**config.mk**
```make
export PLATFORM = sky130hd
export DESIGN_NAME = wpu_weight_decoder
export DESIGN_NICKNAME = d
export VERILOG_FILES = /design/src/rtl/wpu_weight_decoder.sv
export SDC_FILE = /design/constraint.sdc
export NUM_CORES = 1
export LEC_CHECK = 0
export ABC_AREA = 1
export CAP_MARGIN = 20
export CELL_PAD_IN_SITES_DETAIL_PLACEMENT = 1
export CELL_PAD_IN_SITES_GLOBAL_PLACEMENT = 1
export CORE_ASPECT_RATIO = 0.7
export CORE_UTILIZATION = 43
export DETAILED_ROUTE_END_ITERATION = 7
export GPL_TIMING_DRIVEN = 0
export PLACE_DENSITY = 0.93
export SYNTH_ARGS = -nofsm -noshare
export SYNTH_HDL_FRONTEND = slang
export SYNTH_SLANG_ARGS = --single-unit
```
**constraint.sdc**
```tcl
create_clock -name clk -period 3.1 [get_ports clk]
set_input_delay 0.62 -clock clk [delete_from_list [all_inputs] [get_ports clk]]
set_output_delay 0.62 -clock clk [all_outputs]
set_load 0.03 [all_outputs]
```
**src/rtl/wpu_weight_decoder.sv**
```systemverilog
// Walks weight and compensation memories column by column and streams
// reconstructed 8-bit weights to the array loader over valid/ready.
module wpu_weight_decoder #(
  parameter int SIZE            = 8,
  parameter int MEM_SIZE        = SIZE * SIZE,
  parameter int ADDR_WIDTH      = $clog2(MEM_SIZE),
  parameter int CROW_WIDTH      = $clog2(SIZE),
  parameter int CMEM_SIZE       = SIZE * 3,
  parameter int CMEM_ADDR_WIDTH = $clog2(CMEM_SIZE)
) (
  input  logic                       clk,
  input  logic                       rst,
  input  logic                       start,
  output logic                       busy,
  output logic                       done,
  output logic                       Weight_Mem_Rd_En,
  output logic [ADDR_WIDTH-1:0]      Weight_Mem_Rd_Addr,
  input  logic [4:0]                 Reduced_Weight_in,
  output logic                       Comp_Mem_Rd_En,
  output logic [CMEM_ADDR_WIDTH-1:0] Comp_Mem_Rd_Addr,
  input  logic [CROW_WIDTH+3:0]      Comp_Entry_in,
  output logic [7:0]                 Weight_out,
  output logic [ADDR_WIDTH-1:0]      Weight_Addr_out,
  output logic                       Weight_out_valid,
  input  logic                       Weight_out_ready
);

  localparam int NSLOT = 3;
  localparam logic [CROW_WIDTH:0]   ROWS     = (CROW_WIDTH+1)'(SIZE);
  localparam logic [CROW_WIDTH-1:0] LAST_IDX = CROW_WIDTH'(SIZE - 1);
  localparam logic [ADDR_WIDTH-1:0] SIZE_A   = ADDR_WIDTH'(SIZE);

  typedef enum logic [1:0] {IDLE, LOAD_COMP, STREAM, DONE_S} state_t;

  state_t                    state_reg;
  logic [CROW_WIDTH-1:0]     col_reg;
  logic [1:0]                ld_cnt_reg;
  logic [CROW_WIDTH:0]       rd_cnt_reg;
  logic                      pend_reg;
  logic [CROW_WIDTH-1:0]     pend_row_reg;
  logic [ADDR_WIDTH-1:0]     pend_addr_reg;
  logic [CROW_WIDTH-1:0]     out_row_reg;
  logic                      slot_valid_reg [NSLOT];
  logic [CROW_WIDTH-1:0]     slot_row_reg   [NSLOT];
  logic [2:0]                slot_cw_reg    [NSLOT];

  logic [NSLOT-1:0]          hit_vec;
  logic                      hit;
  logic [2:0]                hit_cw;
  logic [7:0]                recon;
  logic                      accept;
  logic                      last_accept;
  logic [CROW_WIDTH-1:0]     rd_row;

  assign rd_row      = rd_cnt_reg[CROW_WIDTH-1:0];
  assign accept      = Weight_out_valid && Weight_out_ready;
  assign last_accept = accept && (out_row_reg == LAST_IDX);

  // A read may only be issued into a free (or draining) 1-deep output slot.
  assign Weight_Mem_Rd_En   = (state_reg == STREAM) && !pend_reg && (rd_cnt_reg < ROWS)
                              && (!Weight_out_valid || Weight_out_ready);
  assign Weight_Mem_Rd_Addr = ADDR_WIDTH'(col_reg) * SIZE_A + ADDR_WIDTH'(rd_row);

  for (genvar gi = 0; gi < NSLOT; gi++) begin : g_match
    assign hit_vec[gi] = slot_valid_reg[gi] && (slot_row_reg[gi] == pend_row_reg);
  end

  // Scan from the top slot down so the lowest matching slot wins.
  always_comb begin
    hit    = 1'b0;
    hit_cw = 3'b000;
    for (int i = NSLOT - 1; i >= 0; i--) begin
      if (hit_vec[i]) begin
        hit    = 1'b1;
        hit_cw = slot_cw_reg[i];
      end
    end
    if (Reduced_Weight_in[4]) begin
      recon = hit ? {Reduced_Weight_in[3:0], hit_cw, 1'b0}
                  : {Reduced_Weight_in[3:0], 4'b0000};
    end else begin
      recon = {{3{Reduced_Weight_in[3]}}, Reduced_Weight_in[3:0], 1'b0};
    end
  end

  always_ff @(posedge clk or posedge rst) begin
    if (rst) begin
      state_reg        <= IDLE;
      col_reg          <= '0;
      ld_cnt_reg       <= '0;
      rd_cnt_reg       <= '0;
      pend_reg         <= 1'b0;
      pend_row_reg     <= '0;
      pend_addr_reg    <= '0;
      out_row_reg      <= '0;
      busy             <= 1'b0;
      done             <= 1'b0;
      Comp_Mem_Rd_En   <= 1'b0;
      Comp_Mem_Rd_Addr <= '0;
      Weight_out       <= '0;
      Weight_Addr_out  <= '0;
      Weight_out_valid <= 1'b0;
      for (int i = 0; i < NSLOT; i++) begin
        slot_valid_reg[i] <= 1'b0;
        slot_row_reg[i]   <= '0;
        slot_cw_reg[i]    <= '0;
      end
    end else begin
      done           <= 1'b0;
      Comp_Mem_Rd_En <= 1'b0;
      pend_reg       <= Weight_Mem_Rd_En;

      if (Weight_Mem_Rd_En) begin
        rd_cnt_reg    <= rd_cnt_reg + 1'b1;
        pend_row_reg  <= rd_row;
        pend_addr_reg <= Weight_Mem_Rd_Addr;
      end

      if (pend_reg) begin
        Weight_out       <= recon;
        Weight_Addr_out  <= pend_addr_reg;
        out_row_reg      <= pend_row_reg;
        Weight_out_valid <= 1'b1;
      end else if (accept) begin
        Weight_out_valid <= 1'b0;
      end

      case (state_reg)
        IDLE: begin
          if (start) begin
            state_reg        <= LOAD_COMP;
            busy             <= 1'b1;
            col_reg          <= '0;
            ld_cnt_reg       <= '0;
            Comp_Mem_Rd_En   <= 1'b1;
            Comp_Mem_Rd_Addr <= '0;
          end
        end
        LOAD_COMP: begin
          ld_cnt_reg <= ld_cnt_reg + 2'd1;
          // Entry for slot k arrives one cycle after its read, i.e. at ld_cnt k+1.
          for (int i = 0; i < NSLOT; i++) begin
            if (ld_cnt_reg == 2'(i + 1)) begin
              slot_valid_reg[i] <= Comp_Entry_in[CROW_WIDTH+3];
              slot_row_reg[i]   <= Comp_Entry_in[CROW_WIDTH+2:3];
              slot_cw_reg[i]    <= Comp_Entry_in[2:0];
            end
          end
          if (ld_cnt_reg < 2'd2) begin
            Comp_Mem_Rd_En   <= 1'b1;
            Comp_Mem_Rd_Addr <= Comp_Mem_Rd_Addr + CMEM_ADDR_WIDTH'(1);
          end
          if (ld_cnt_reg == 2'd3) begin
            state_reg  <= STREAM;
            rd_cnt_reg <= '0;
          end
        end
        STREAM: begin
          if (last_accept) begin
            rd_cnt_reg <= '0;
            if (col_reg == LAST_IDX) begin
              state_reg        <= DONE_S;
              done             <= 1'b1;
              busy             <= 1'b0;
              col_reg          <= '0;
              Comp_Mem_Rd_Addr <= '0;
            end else begin
              state_reg        <= LOAD_COMP;
              col_reg          <= col_reg + 1'b1;
              ld_cnt_reg       <= '0;
              Comp_Mem_Rd_En   <= 1'b1;
              Comp_Mem_Rd_Addr <= Comp_Mem_Rd_Addr + CMEM_ADDR_WIDTH'(1);
            end
          end
        end
        default: begin
          state_reg <= IDLE;
        end
      endcase
    end
  end

endmodule

```
==> impl_metrics.csv, run 1 <==
group,metric,value,unit
placement,gp_congestion,0.8189,
worst_setup_path,crit_type,"reg -> out",
cts,worstSkewPairLatency,0.35,ns
power_and_ir_drop,power.total,0.004064,W
worst_setup_path,cpMostUsedCell,"inv_2",
finish,layout_commonest_cell,"nand2_1",
route,first_pass_iters,4,
worst_setup_path,rr_startpoint,"state_reg[0]",
cts,cts_resized,0,
cts,cts_buffers,9,
floorplanning,rows,25,
timing,max_freq,374.0,MHz
power_and_ir_drop,ir_drop,0.3869,mV
placement,port_buffers,44,
finish,multi_input_area,1274,um^2
floorplanning,core_region_area,6788,um^2
timing,setup_viol,0,
floorplanning,initial_utilization,0.4488,
cts,clk_path_buf_depth,2,
finish,layout_common_cells,"nand2_1, dfrtp_1, clkdlybuf4s50_1",
timing,holdWs,0.4739,ns
synthesis,yosysWarnings,0,
route,ant_nets,0,
cts,cts.sinks,61,
finish,drive_above_1_share,0.1362,
hold_path,hold_end,"Weight_Addr_out[4]",
power_and_ir_drop,power.density,1058,nW/um^2
route,dr.first_iter.drc_count,104,
floorplanning,num_io_pins,46,
worst_setup_path,path_max_fanout,7,
worst_setup_path,cp.required,2.48,ns
placement,dpl.hpwl,6.040,mm
worst_setup_path,reg2regPathDepth,10,
worst_setup_path,rr_endpoint,"Comp_Mem_Rd_Addr[4]",
finish,layout.nets,449,
synthesis,syn_nets,393,
floorplanning,fp.dieW,102.6,um
hold_path,hold_depth,2,
synthesis,synth-seq-cells,61,
status,run_status,"complete, no violations",
run,maxCapViolCount,0,
floorplanning,die_area,7431,um^2
finish,syn2layout_area_growth,26.08,%
floorplanning,die_y,72.43,um
grt,grt_usage,0.2577,
timing,drv_slew,0,
worst_setup_path,end_kind,"primary output",
power_and_ir_drop,leakage,1.910,nW
cts,cts_tree,"done",
worst_setup_path,ff2ff_setup_slack,1.23,ns
finish,antenna_cells,0,
grt,grt-ovfl-total,0,
route,drc,0,
synthesis,synthCells,365,
synthesis,seq_area_frac_synth,0.5010,
grt,grt_pass1_vias,2818,
hold_path,holdCritPathClass,"reg -> reg",
route,vias,2620,
route,via_per_inst,5.038,
cts,h-tree-depth,3,
cts,post_cts.repair.setup_buffers,0,
grt,grt_pass1_wl,14.14,mm
cts,cts_hold_buf,0,
finish,regArea,1526,um^2
worst_setup_path,cp_cell_sequence,"inv_1, ha_1, inv_2, nor3_2, nand2_1, inv_2, dlymetal6s2s_1",
grt,antenna_found_initial,0,
worst_setup_path,worst_ep_arrival_time,2.05,ns
cts,clockRootBuffer,"clkbuf_8",
timing,fin_skew,0.006053,ns
timing,period_share,0.8625,
worst_setup_path,cpPeakStageDelay,0.46,ns
synthesis,synth_cell_type_count,35,
timing,grt_setup_unrepaired,"no",
route,avgRoutedWirePerCell,16.26,um
cts,path_clk_slew,0.07,ns
synthesis,syn_avg_cell_area,8.347,um^2
synthesis,syn-cell-area,3047,um^2
worst_setup_path,start_kind,"flop",
finish,fill_cells,848,
worst_setup_path,slowest_stage,"dfrtp_1",
grt,grt_max_degree,44,
hold_path,min_from,"Weight_Addr_out[4]",
route,routed_wl,8.456,mm
timing,hold_viol_final,0,
timing,min_period,2.674,ns
-- area by class of cell --
| class | instances | area share |
|---|---|---|
| Sequential cell | 61 | 0.3974 |
| Multi-Input combinational cell | 243 | 0.3316 |
| Timing Repair Buffer | 45 | 0.1205 |
| Inverter | 50 | 0.04886 |
| Clock buffer | 9 | 0.03225 |
| Tap cell | 94 | 0.03062 |
| Clock inverter | 7 | 0.02345 |
| Buffer | 11 | 0.01531 |
-- cell usage after synthesis, drive strengths merged --
| cell | count | area [um^2] |
|---|---|---|
| nand4 | 3 | 18.77 |
| inv | 50 | 187.7 |
| clkbuf | 6 | 23.77 |
| nor2 | 39 | 205.2 |
| buf | 5 | 35.03 |
| nand3b | 2 | 15.01 |
| a31oi | 1 | 6.260 |
| o22ai | 3 | 18.77 |
| o21bai | 1 | 7.510 |
| ha | 12 | 150.1 |
| a22oi | 1 | 7.510 |
| a22o | 1 | 8.760 |
| conb | 1 | 3.750 |
| or2 | 1 | 6.260 |
| o21ai | 37 | 185.2 |
| a21oi | 14 | 88.84 |
| dfrtp | 61 | 1526 |
| nand2 | 107 | 424.2 |
| nor3b | 1 | 7.510 |
| nand3 | 16 | 90.09 |
| a211oi | 1 | 12.51 |
| nor3 | 1 | 10.01 |
| o21a | 1 | 7.510 |
-- worst max-delay path, delay by kind of cell (launching register included) --
| kind | cells | cell delay (ns) |
|---|---|---|
| buf+inv | 4 | 0.68 |
| simple gates | 2 | 0.24 |
| flops | 1 | 0.46 |
| fa+ha+maj | 1 | 0.32 |
-- power by group --
part / internal [W] / total, W / switching, W
Sequential: 0.00111 / 0.00140 / 0.000290
Combinational: 0.000679 / 0.00190 / 0.00122
Clock: 0.000447 / 0.000771 / 0.000324
Total: 0.00223 / 0.00406 / 0.00183
-- stage by stage --
stage	util	setup slack [ns]	setup TNS, ns	instances	area (um^2)
after floorplan	-	0.9670	0	365	3047
after global placement	0.5311	-0.1054	-6.112	503	3605
after detailed placement	0.5340	0.3541	0	504	3625
after CTS	0.5655	0.02885	0	520	3839
after global routing	0.5659	0.2860	0	520	3841
final	0.5659	0.4262	0	520	3841
-- per-layer routing --
metal	vias to the layer above	GRT usage	share of wire
met5	-	0	0
met4	0	0.1270	0.029
met3	21	0.06069	0.043
met1	1282	0.3028	0.43
met2	57	0.4437	0.50
li1	1260	-	-
-- how the worst max path moves through the flow --
stage / slack (ns) / cells past startpoint / end / from
floorplan: 0.97 / 1 / Comp_Mem_Rd_Addr[0] / rst
global placement: -0.11 / 2 / Weight_out[5] / rst
detailed placement: 0.35 / 6 / Weight_Mem_Rd_En / Weight_out_ready
CTS: 0.03 / 7 / Weight_Mem_Rd_En / state_reg[0]
global route: 0.29 / 7 / Weight_Mem_Rd_En / state_reg[0]
finish: 0.43 / 7 / Weight_Mem_Rd_En / state_reg[0]
-- cells by family (layout without fill, tap and decap cells) --
group	after synthesis	in the layout	share of synthesized area
other	1	1	0.001231
adder cells (fa/ha/maj)	12	12	0.04928
AND/OR/NAND/NOR	170	170	0.2550
buffers and inverters	61	122	0.08090
flip-flops	61	61	0.5010
AO/OA/AOI/OAI	60	60	0.1125
(Power assumes the default switching activity.)
==> run 2: changes to the inputs <==
Settings changed: CORE_UTILIZATION 43 to 40, PLACE_DENSITY 0.93 to 0.88, SKIP_CTS_REPAIR_TIMING set to 1.
Clock period 3.1 ns to 2.95 ns, I/O delays scaled along.
==> run 2 against run 1 <==
Worst hold slack better by 0.013 ns. First-iteration DRC count is 19% higher. Register-to-register slack worse by 0.14 ns. Via count fell by 0.19%.
==> impl_metrics.csv, run 2 (synthesis gave the netlist of run 1 again) <==
group,metric,value,unit
route,routed_wl,8.335,mm
worst_setup_path,cpMostUsedCell,"inv_2",
timing,min_period,2.564,ns
route,vias,2615,
finish,layout_commonest_cell,"nand2_1",
status,run_status,"complete, no violations",
grt,grt_pass1_vias,2739,
timing,holdWs,0.4870,ns
worst_setup_path,cp_cell_sequence,"inv_1, ha_2, inv_2, nor3_2, nand2_1, inv_2, dlymetal6s2s_1",
floorplanning,fp.dieW,106.3,um
hold_path,holdCritPathClass,"reg -> reg",
worst_setup_path,cp.required,2.36,ns
grt,grt_usage,0.2333,
timing,tns,0,ns
timing,fin_skew,0.009263,ns
placement,port_buffers,44,
cts,worstSkewPairLatency,0.35,ns
cts,cts_buffers,9,
timing,hold_viol_final,0,
worst_setup_path,crit_end,"Weight_Mem_Rd_En",
worst_setup_path,cpPeakStageDelay,0.44,ns
floorplanning,num_io_pins,46,
grt,grt-ovfl-total,0,
cts,clk_path_buf_depth,2,
worst_setup_path,slowest_stage,"dfrtp_1",
worst_setup_path,rr_startpoint,"state_reg[0]",
power_and_ir_drop,leakage,1.914,nW
finish,layout_common_cells,"nand2_1, dfrtp_1, clkdlybuf4s50_1",
floorplanning,rows,26,
worst_setup_path,ff2ff_setup_slack,1.09,ns
worst_setup_path,rr_endpoint,"rd_cnt_reg[2]",
route,via_per_inst,4.990,
power_and_ir_drop,power.density,1116,nW/um^2
worst_setup_path,end_kind,"primary output",
worst_setup_path,crit_start,"state_reg[0]",
timing,grt_setup_unrepaired,"no",
cts,path_clk_slew,0.07,ns
timing,drv_slew,0,
worst_setup_path,crit_type,"reg -> out",
power_and_ir_drop,ir_drop,0.4776,mV
grt,grt_pass1_wl,13.88,mm
timing,setup_viol,0,
cts,cts.sinks,61,
floorplanning,core_region_area,7320,um^2
placement,gp_congestion,0.8472,
grt,antenna_found_initial,0,
finish,finish.utilization,0.5275,
floorplanning,die_y,75.02,um
route,first_pass_iters,4,
worst_setup_path,worst_ep_arrival_time,1.97,ns
grt,grt_max_degree,41,
finish,drive_above_1_share,0.1338,
finish,layout.nets,449,
floorplanning,initial_utilization,0.4162,
worst_setup_path,crit_cells,7,
finish,antenna_cells,0,
timing,layout_setup_ws,0.3863,ns
placement,dpl.hpwl,5.873,mm
floorplanning,die_area,7975,um^2
timing,period_share,0.8690,
route,dr.first_iter.drc_count,124,
route,drc,0,
timing,worst_pin_slew,0.5075,ns
worst_setup_path,start_kind,"flop",
timing,maxSlewHeadroom,0.6612,
route,avgRoutedWirePerCell,15.91,um
cts,clockRootBuffer,"clkbuf_8",
cts,h-tree-depth,3,
cts,cts_tree,"done",
run,maxCapViolCount,0,
worst_setup_path,cp_top_family,"buffers and inverters",
worst_setup_path,worst-path-buf-inv,4,
worst_setup_path,reg2regPathDepth,9,
placement,dpl_worst_slack,0.1887,ns
hold_path,hold_depth,2,
route,ant_nets,0,
worst_setup_path,path_max_fanout,7,
finish,syn2layout_area_growth,26.74,%
timing,max_freq,390.1,MHz
-- run 2: power by group --
group          internal [W]  total [W]  leakage [nW]  switching (W)
logic              0.000715    0.00198          1.05        0.00127
clock network      0.000523   0.000868         0.110       0.000345
registers           0.00116    0.00146         0.757       0.000294
-- run 2: area by class of cell --
type | count | area, um^2
inverter | 50 | 187.7
timing repair buffer | 45 | 462.9
buffer | 11 | 58.81
clock inverter | 3 | 67.56
tap | 98 | 122.6
fill | 878 | 3458
multi-input combinational | 243 | 1276
sequential | 61 | 1526
clock buffer | 13 | 158.9
-- run 2: tightest hold or removal path, stage by stage (launching register included) --
cell     delay (ns)
dfrtp_1        0.35
nand2_1        0.06
nand2_1        0.05
-- run 2: per-stage QoR --
stage / cells / power [W] / area (um^2)
CTS: 524 / 0.004334 / 3856
finish: 524 / 0.004307 / 3861
global route: 524 / 0.004613 / 3861
floorplan: 365 / 0.002748 / 3047
detailed placement: 508 / 0.003405 / 3630
global placement: 507 / 0.003284 / 3610
-- run 2: how the worst min path moves through the flow --
stage,slack [ns],endpoint,start
after floorplan,0.45,slot_cw_reg[6],slot_cw_reg[6]
after global placement,0.46,Weight_Addr_out[3],Weight_Addr_out[3]
after detailed placement,0.47,Weight_Addr_out[3],Weight_Addr_out[3]
after CTS,0.49,Weight_Addr_out[3],Weight_Addr_out[3]
after global routing,0.52,Weight_Addr_out[5],pend_addr_reg[5]
final,0.49,Weight_Addr_out[3],Weight_Addr_out[3]
-- run 2: layer usage --
metal	share of wire	vias to the layer above	routed length (um)	track usage
met3	0.052	15	434	0.06061
met4	0.021	0	174	0.09105
li1	-	1256	-	-
met1	0.46	1281	3799	0.2940
met2	0.47	63	3927	0.3925
met5	0	-	0	0
